$ cat src/rtl/seven_seg_scan.sv
// Time-multiplexed hex driver for NUM_DIGITS seven-segment digits with tear-free frame updates.
// Optional digit blinking is compiled in when SEVSEG_BLINK_EN is defined.
module seven_seg_scan #(
   parameter int NUM_DIGITS     = 4,
   parameter int SCAN_DIV       = 50000,
   parameter int SEG_ACTIVE_LOW = 0,
   parameter int DIG_ACTIVE_LOW = 0,
   parameter int BLINK_FRAMES   = 64
) (
   input  logic                    clk,
   input  logic                    rst_n,
   input  logic [4*NUM_DIGITS-1:0] value_in,
   input  logic [NUM_DIGITS-1:0]   dp_in,
   input  logic                    load,
   input  logic                    blank_zero,
`ifdef SEVSEG_BLINK_EN
   input  logic [NUM_DIGITS-1:0]   blink_mask,
`endif
   output logic [7:0]              seg_out,
   output logic [NUM_DIGITS-1:0]   dig_out,
   output logic                    frame_done
);

   localparam int CNT_W = $clog2(SCAN_DIV);
   localparam int DIG_W = (NUM_DIGITS > 1) ? $clog2(NUM_DIGITS) : 1;
   localparam logic [CNT_W-1:0] LAST_CNT = CNT_W'(SCAN_DIV - 1);
   localparam logic [DIG_W-1:0] LAST_DIG = DIG_W'(NUM_DIGITS - 1);
   localparam logic [7:0] SEG_OFF = (SEG_ACTIVE_LOW != 0) ? 8'hFF : 8'h00;
   localparam logic [NUM_DIGITS-1:0] DIG_OFF =
      (DIG_ACTIVE_LOW != 0) ? {NUM_DIGITS{1'b1}} : {NUM_DIGITS{1'b0}};

   logic [CNT_W-1:0]        div_cnt_reg;
   logic [DIG_W-1:0]        dig_idx_reg;
   logic [4*NUM_DIGITS-1:0] pend_val_reg;
   logic [NUM_DIGITS-1:0]   pend_dp_reg;
   logic [4*NUM_DIGITS-1:0] act_val_reg;
   logic [NUM_DIGITS-1:0]   act_dp_reg;
   logic [7:0]              seg_reg;
   logic [NUM_DIGITS-1:0]   dig_reg;
   logic                    frame_done_reg;

   logic                    slot_end;
   logic                    frame_end;
   logic [NUM_DIGITS-1:0]   nib_zero;
   logic [NUM_DIGITS-1:0]   lead_zero;
   logic [NUM_DIGITS-1:0]   blank_vec;
   logic [NUM_DIGITS-1:0]   blink_vec;
   logic [3:0]              cur_nib;
   logic                    cur_dp;
   logic                    cur_blank;
   logic                    cur_blink;
   logic [7:0]              seg_raw;
   logic [7:0]              seg_next;
   logic [NUM_DIGITS-1:0]   dig_raw;
   logic [NUM_DIGITS-1:0]   dig_next;

   function automatic logic [6:0] hex_glyph(input logic [3:0] nib);
      logic [6:0] g;
      case (nib)
         4'h0: g = 7'h7E;
         4'h1: g = 7'h30;
         4'h2: g = 7'h6D;
         4'h3: g = 7'h79;
         4'h4: g = 7'h33;
         4'h5: g = 7'h5B;
         4'h6: g = 7'h5F;
         4'h7: g = 7'h72;
         4'h8: g = 7'h7F;
         4'h9: g = 7'h7B;
         4'hA: g = 7'h77;
         4'hB: g = 7'h1F;
         4'hC: g = 7'h4E;
         4'hD: g = 7'h3D;
         4'hE: g = 7'h4F;
         default: g = 7'h47;
      endcase
      return g;
   endfunction

   assign slot_end  = (div_cnt_reg == LAST_CNT);
   assign frame_end = slot_end && (dig_idx_reg == LAST_DIG);

   // lead_zero[k]: nibble k and every more-significant nibble are zero.
   generate
      for (genvar gi = 0; gi < NUM_DIGITS; gi++) begin : g_lz
         assign nib_zero[gi] = (act_val_reg[4*gi +: 4] == 4'h0);
         if (gi == NUM_DIGITS - 1) begin : g_top
            assign lead_zero[gi] = nib_zero[gi];
         end else begin : g_low
            assign lead_zero[gi] = nib_zero[gi] & lead_zero[gi+1];
         end
         if (gi == 0) begin : g_d0
            assign blank_vec[gi] = 1'b0;
         end else begin : g_dn
            assign blank_vec[gi] = lead_zero[gi];
         end
      end
   endgenerate

`ifdef SEVSEG_BLINK_EN
   localparam int BLK_W = (BLINK_FRAMES > 1) ? $clog2(BLINK_FRAMES) : 1;
   localparam logic [BLK_W-1:0] LAST_BLK = BLK_W'(BLINK_FRAMES - 1);

   logic [BLK_W-1:0] blink_cnt_reg;
   logic             blink_phase_reg;

   always_ff @(posedge clk or negedge rst_n) begin
      if (!rst_n) begin
         blink_cnt_reg   <= '0;
         blink_phase_reg <= 1'b0;
      end else if (frame_end) begin
         if (blink_cnt_reg == LAST_BLK) begin
            blink_cnt_reg   <= '0;
            blink_phase_reg <= ~blink_phase_reg;
         end else begin
            blink_cnt_reg <= blink_cnt_reg + 1'b1;
         end
      end
   end

   assign blink_vec = blink_phase_reg ? blink_mask : {NUM_DIGITS{1'b0}};
`else
   assign blink_vec = {NUM_DIGITS{1'b0}};
`endif

   always_comb begin
      cur_nib   = 4'h0;
      cur_dp    = 1'b0;
      cur_blank = 1'b0;
      cur_blink = 1'b0;
      dig_raw   = {NUM_DIGITS{1'b0}};
      for (int k = 0; k < NUM_DIGITS; k++) begin
         if (dig_idx_reg == DIG_W'(k)) begin
            cur_nib   = act_val_reg[4*k +: 4];
            cur_dp    = act_dp_reg[k];
            cur_blank = blank_vec[k];
            cur_blink = blink_vec[k];
            // Slot's first cycle is a dead cycle so the previous digit's segments never ghost.
            dig_raw[k] = (div_cnt_reg != '0);
         end
      end

      seg_raw = {cur_dp, hex_glyph(cur_nib)};
      if (blank_zero && cur_blank) begin
         seg_raw[6:0] = 7'h00;
      end
      if (cur_blink) begin
         seg_raw = 8'h00;
      end

      seg_next = (SEG_ACTIVE_LOW != 0) ? ~seg_raw : seg_raw;
      dig_next = (DIG_ACTIVE_LOW != 0) ? ~dig_raw : dig_raw;
   end

   always_ff @(posedge clk or negedge rst_n) begin
      if (!rst_n) begin
         div_cnt_reg <= '0;
         dig_idx_reg <= '0;
      end else begin
         div_cnt_reg <= slot_end ? '0 : div_cnt_reg + 1'b1;
         if (slot_end) begin
            dig_idx_reg <= (dig_idx_reg == LAST_DIG) ? '0 : dig_idx_reg + 1'b1;
         end
      end
   end

   // A load landing on the frame boundary goes straight to active so it is not delayed a frame.
   always_ff @(posedge clk or negedge rst_n) begin
      if (!rst_n) begin
         pend_val_reg <= '0;
         pend_dp_reg  <= '0;
         act_val_reg  <= '0;
         act_dp_reg   <= '0;
      end else begin
         if (load) begin
            pend_val_reg <= value_in;
            pend_dp_reg  <= dp_in;
         end
         if (frame_end) begin
            act_val_reg <= load ? value_in : pend_val_reg;
            act_dp_reg  <= load ? dp_in : pend_dp_reg;
         end
      end
   end

   always_ff @(posedge clk or negedge rst_n) begin
      if (!rst_n) begin
         seg_reg        <= SEG_OFF;
         dig_reg        <= DIG_OFF;
         frame_done_reg <= 1'b0;
      end else begin
         seg_reg        <= seg_next;
         dig_reg        <= dig_next;
         frame_done_reg <= frame_end;
      end
   end

   assign seg_out    = seg_reg;
   assign dig_out    = dig_reg;
   assign frame_done = frame_done_reg;

endmodule

$ cat config.mk
export PLATFORM = sky130hd
export DESIGN_NAME = seven_seg_scan
export DESIGN_NICKNAME = d
export VERILOG_FILES = /design/src/rtl/seven_seg_scan.sv
export SDC_FILE = /design/constraint.sdc
export NUM_CORES = 1
export LEC_CHECK = 0
export CAP_MARGIN = 20
export CORE_AREA = 2 2 101 103
export CTS_CLUSTER_SIZE = 20
export DETAILED_ROUTE_END_ITERATION = 10
export DIE_AREA = 0 0 103 105
export RECOVER_POWER = 50
export SYNTH_ARGS = -nofsm -noshare
export SYNTH_HDL_FRONTEND = slang
export SYNTH_SLANG_ARGS = --single-unit
$ cat constraint.sdc
create_clock -name clk -period 3 [get_ports clk]
set_input_delay 0.75 -clock clk [delete_from_list [all_inputs] [get_ports clk]]
set_output_delay 0.75 -clock clk [all_outputs]
set_load 0.05 [all_outputs]
==> Word-level counts from Yosys, hierarchy flattened <==
Memories as Yosys holds them, arrays and structs flattened.
Cells that the tools add are included.
{ "totals": {"register_bits": 71, "rom_bits": 112, "input_bits": 24, "wordCells": 45, "n_memories": 1} }
{ "memory_table": {"columns": ["name", "depth", "width", "rd", "rd_clocked_by_memory_dff", "wr", "line_no", "rtl"], "rows": [
  ["(name not given)", 16, 7, 1, 0, 0, "59", "case (nib)"]
]} }
{ "classes": {"add_sub_neg": 2, "n_eq_ne": 4, "mux": 20, "bitwise_logic": 2, "n_reduce_logical": 7} }
{ "op_table": {"columns": ["cell", "count"], "rows": [
  ["2-to-1 mux 16 bit", 2],
  ["2-to-1 mux 4 bit", 5],
  ["adder 16 x 1 -> 16 bit (second input constant)", 1],
  ["== test 16 bit (second input constant)", 1],
  ["nonzero test 16 bit", 1],
  ["zero test 4 bit", 3],
  ["2-to-1 mux 1 bit", 11],
  ["2-to-1 mux 7 bit", 1],
  ["== test 2 bit (second input constant)", 2],
  ["adder 2 x 1 -> 2 bit (second input constant)", 1],
  ["bitwise AND 1 bit", 2],
  ["== test 2 x 1 -> 1 bit (second input constant)", 1],
  ["logical AND 1 bit", 2],
  ["zero test 2 bit", 1],
  ["2-to-1 mux 2 bit", 1]
]} }

==> Depth between registers and ports, before layout <==
{ "logic_depth": {"ltp_word": 8, "mapped_depth": 11} }

==> Least setup slack after synthesis <==
No wires, ideal clock.
{ "synth_timing": {"path_kind": "register to register", "start": "register dig_idx_reg[1]", "end": "register seg_reg[3] (netlist: seg_out[3])", "setup_ns": 0.122, "arrival_time_ns": 1.993, "t_required_ns": 2.878, "path_slack_ns": 0.885, "stages_incl_launch_ff": 11, "period_less_slack_ns": 2.115, "cell_sequence": "dfrtp_1 -> inv_1 -> ha_1 -> buf_2 -> nor2b_1 -> a22oi_1 -> a21oi_1 -> inv_1 -> ha_1 -> mux2i_1 -> a32o_1"} }
{ "synth_via": {"elab_chain_cells": 7, "elab_cells_between_ends": 14, "cone_classes": "eq/ne (3); mux (8); reduce/logical (2); memory (1)"} }
{ "synth_lines": {"columns": ["element", "line_no", "rtl"], "rows": [
  ["start, declared", "33", "logic [DIG_W-1:0] dig_idx_reg;"],
  ["start signal, assigned", "162", "dig_idx_reg <= (dig_idx_reg == LAST_DIG) ? '0 : dig_idx_reg + 1'b1;"],
  ["zero test 2 bit", "133", "if (dig_idx_reg == DIG_W'(k)) begin"],
  ["2-to-1 mux 4 bit (4 in series)", "133", null],
  ["memory read (16 x 7 bit)", null, null],
  ["2-to-1 mux 7 bit *", "144", "if (blank_zero && cur_blank) begin"],
  ["via seg_next[3]", "53", "logic [7:0] seg_next;"],
  ["end signal, assigned", "192", "seg_reg <= seg_next;"],
  ["end, declared", "38", "logic [7:0] seg_reg;"]
]} }
Mark *: on every way through the listed nets, which the timed path passes. The rest lies on a longest branch.
A chain may end at the register's enable or synchronous reset.

==> Worst setup path after layout <==
{ "layout_timing": {"start": "register div_cnt_reg[10]", "end": "register act_dp_reg[0]"} }
{ "layout_via": {"elab_chain_cells": 2} }
{ "layout_lines": {"columns": ["element", "line_no", "rtl"], "rows": [
  ["start, declared", "32", "logic [CNT_W-1:0] div_cnt_reg;"],
  ["start signal, assigned", "160", "div_cnt_reg <= slot_end ? '0 : div_cnt_reg + 1'b1;"],
  ["== test 16 bit", "80", "assign slot_end = (div_cnt_reg == LAST_CNT);"],
  ["logical AND 1 bit", "81", "assign frame_end = slot_end && (dig_idx_reg == LAST_DIG);"],
  ["end signal, assigned", "181", "act_dp_reg <= load ? dp_in : pend_dp_reg;"],
  ["end, declared", "37", "logic [NUM_DIGITS-1:0] act_dp_reg;"]
]} }
Every way passes these cells.

==> reports/qor.csv <==
metric,value,unit
status,finished clean,
initial_core_util,34.5,%
max-vdd-ir-drop,0.194,mV
place_ws,0.642,ns
powerDensity,513,nW/um^2
final_common_cell,dfrtp_1,
rsz0062_at_grt,false,
wirelength,6.22,mm
drt_pass1_iterations,4,
fill_cells,950,
async_flop_share,100,%
r2r-end,act_dp_reg[0]$_DFFE_PN0P_,
post-route-drc-count,0,
reg2reg_depth,6,
critPathLaunchType,flip-flop,
dp_hpwl,4.36,mm
vias,2100,
yosysWarnings,0,
tightest_slew,1.35,ns
share_comb_of_total_power,10.0,%
cts.sinks,71,
drt_iter0_markers,59,
cts_setup_buffers,0,
endpoint,act_dp_reg[0]$_DFFE_PN0P_,
crit_fanout,15,
end_kind,flip-flop,
fin_tns_setup,0,ns
switching_share,23.9,%
period_share,82.3,%
grt_max_degree,48,
area_delta_synth_final,21.6,%
crit_arrival,2.70,ns
synthAdderAreaFrac,4.14,%
synthesis.area,3320,um^2
grt_pass1_vias,2148,
slew_headroom,10.2,%
clk_latency,0.35,ns
synth-compound-area-share,5.12,%
yosysUniqueCellTypes,48,
p_sw,495,uW
routed.top_layer,met4,
wl_met1,2.83,mm
required,3.23,ns
route.met2.wl,2.98,mm
setup_viol,0,
yosysSeqAreaShare,53.4,%
timing.final.ws_setup,0.530,ns
drv_slew,0,
syn-num-nets,299,
synth_ff_type,dfrtp_1,
ant_nets,0,
synthSimpleGateAreaFrac,13.8,%
gp_congestion,0.743,
grt_pass1_wl,10.3,mm
synth-xor-area-share,3.69,%
fin_util,42.0,%
io_pins,37,
finalHoldViolCount,0,
critPathLaunch,div_cnt_reg[10]$_DFF_PN0_,
postCtsResizedCells,0,
dr_wl_met3,288,um
cts-root-buf,clkbuf_8,
synthMuxAreaShare,16.7,%
syn_inst,264,
fin_nets,341,
drv_cap,0,
grt_overflow,0,
avgSynthCellArea,12.6,um^2
grt_antenna_before_repair,0,
cts_max_level,3,
fp.dieW,103,um
cts_max_path_buffers,2,
num_rows,36,
layout_min_cycle_time,2.47,ns
finalClockSkew,0.00894,ns
core,9640,um^2
numCtsBuffers,9,
drt-wirelength-per-cell,14.0,um
max_freq,405,MHz
viasPerCell,4.73,
seqPwrFrac,49.4,%
grt_use_total,12.5,%
insertedDiodeCount,0,
tritoncts,yes,
crit_type,reg2reg,
r2r_start,div_cnt_reg[10]$_DFF_PN0_,
r2r_slack,0.53,ns
worst_hold_slack,0.494,ns
chipHeight,105,um
final_cell_mix,"dfrtp_1 (71), clkdlybuf4s50_1 (35), mux2_2 (20), mux2_4 (20), nor2_1 (18)",
layout-drive-gt1-share,21.5,%
leakage,1.80,nW
p_int,1.58,mW
cts.clk_slew.worst_paths,0.08,ns
port_buffers,36,
die_area,10800,um^2
synth_edf_count,0,
synth_seq_cells,71,
synth_top_family_by_area,multiplexers,
p_clk_share,40.6,%
hold_class,reg2reg,
hold_buffers,0,
Yosys cell counts (3+ instances only):
library cell,n,area [um^2]
nand3_1,6,30.0
a22oi_1,3,22.5
buf_2,4,20.0
nor4_1,5,31.3
a21oi_1,6,30.0
and2_1,5,31.3
clkbuf_1,4,15.0
nor2b_1,5,31.3
xor2_1,10,87.6
dfrtp_1,71,1780
o21ai_0,3,15.0
mux2i_1,3,30.0
mux2_2,20,225
inv_1,10,37.5
xnor2_1,4,35.0
nand2_1,13,48.8
nand4_1,5,31.3
ha_1,11,138
nor2_1,18,67.6
mux2_4,20,300
nor3_1,3,15.0
worst max-delay path, stage by stage, from the launching register on:
cell	delay, ns
dfrtp_1	0.41
nor4_1	0.53
nand2_2	0.14
nor4_2	0.38
nand3_2	0.25
buf_4	0.31
mux2_4	0.32
layout make-up:
cell class                 instances  area (um^2)  share of cell area [%]
sequential                        71         1780                    43.9
multi-input combinational        172         1430                    35.4
timing repair buffer              42          412                    10.2
tap                              133          166                    4.12
clock buffer                       9          124                    3.06
clock inverter                     7         97.6                    2.41
inverter                          10         37.5                   0.928
power groups by stage:
stage | Sequential, mW | Combinational, mW | Clock (mW)
2_1_floorplan | 1.07 | 0.0897 | 0
3_3_place_gp | 1.04 | 0.209 | 0
3_5_place_dp | 1.04 | 0.211 | 0
4_1_cts | 1.02 | 0.212 | 0.864
5_1_grt | 1.03 | 0.227 | 0.905
6_report | 1.02 | 0.207 | 0.841
cell families (layout without fill, tap and decap cells):
group / Yosys count / after routing
flip-flops: 71 / 71
AO/OA/AOI/OAI: 25 / 25
multiplexers: 43 / 43
buffers and inverters: 21 / 68
AND/OR/NAND/NOR: 79 / 79
adder cells (fa/ha/maj): 11 / 11
XOR/XNOR: 14 / 14
worst min path at each step:
stage,cells after the start,slack [ns],endpoint,startpoint
2_1_floorplan,0,0.45,act_dp_reg[0]$_DFFE_PN0P_,rst_n
3_3_place_gp,1,0.48,pend_val_reg[14]$_DFF_PN0_,pend_val_reg[14]$_DFF_PN0_
3_5_place_dp,1,0.49,pend_val_reg[14]$_DFF_PN0_,pend_val_reg[14]$_DFF_PN0_
4_1_cts,1,0.39,pend_val_reg[8]$_DFF_PN0_,rst_n
5_1_grt,1,0.52,pend_val_reg[14]$_DFF_PN0_,pend_val_reg[14]$_DFF_PN0_
6_report,1,0.49,div_cnt_reg[11]$_DFF_PN0_,div_cnt_reg[11]$_DFF_PN0_
routing by layer:
| layer | vias to the layer above | global-route usage (%) |
|---|---|---|
| li1 | 1002 | - |
| met5 | - | 0 |
| met3 | 10 | 2.54 |
| met1 | 1046 | 16.0 |
| met2 | 42 | 19.6 |
| met4 | 0 | 6.48 |
per-stage QoR:
stage	instance area [um^2]	power (mW)	cells
after floorplan	3320	1.16	264
after global placement	3840	1.25	428
after detailed placement	3840	1.25	428
after CTS	4060	2.10	444
after global routing	4040	2.16	444
final	4040	2.07	444
Power figures use the tool's default switching activity.
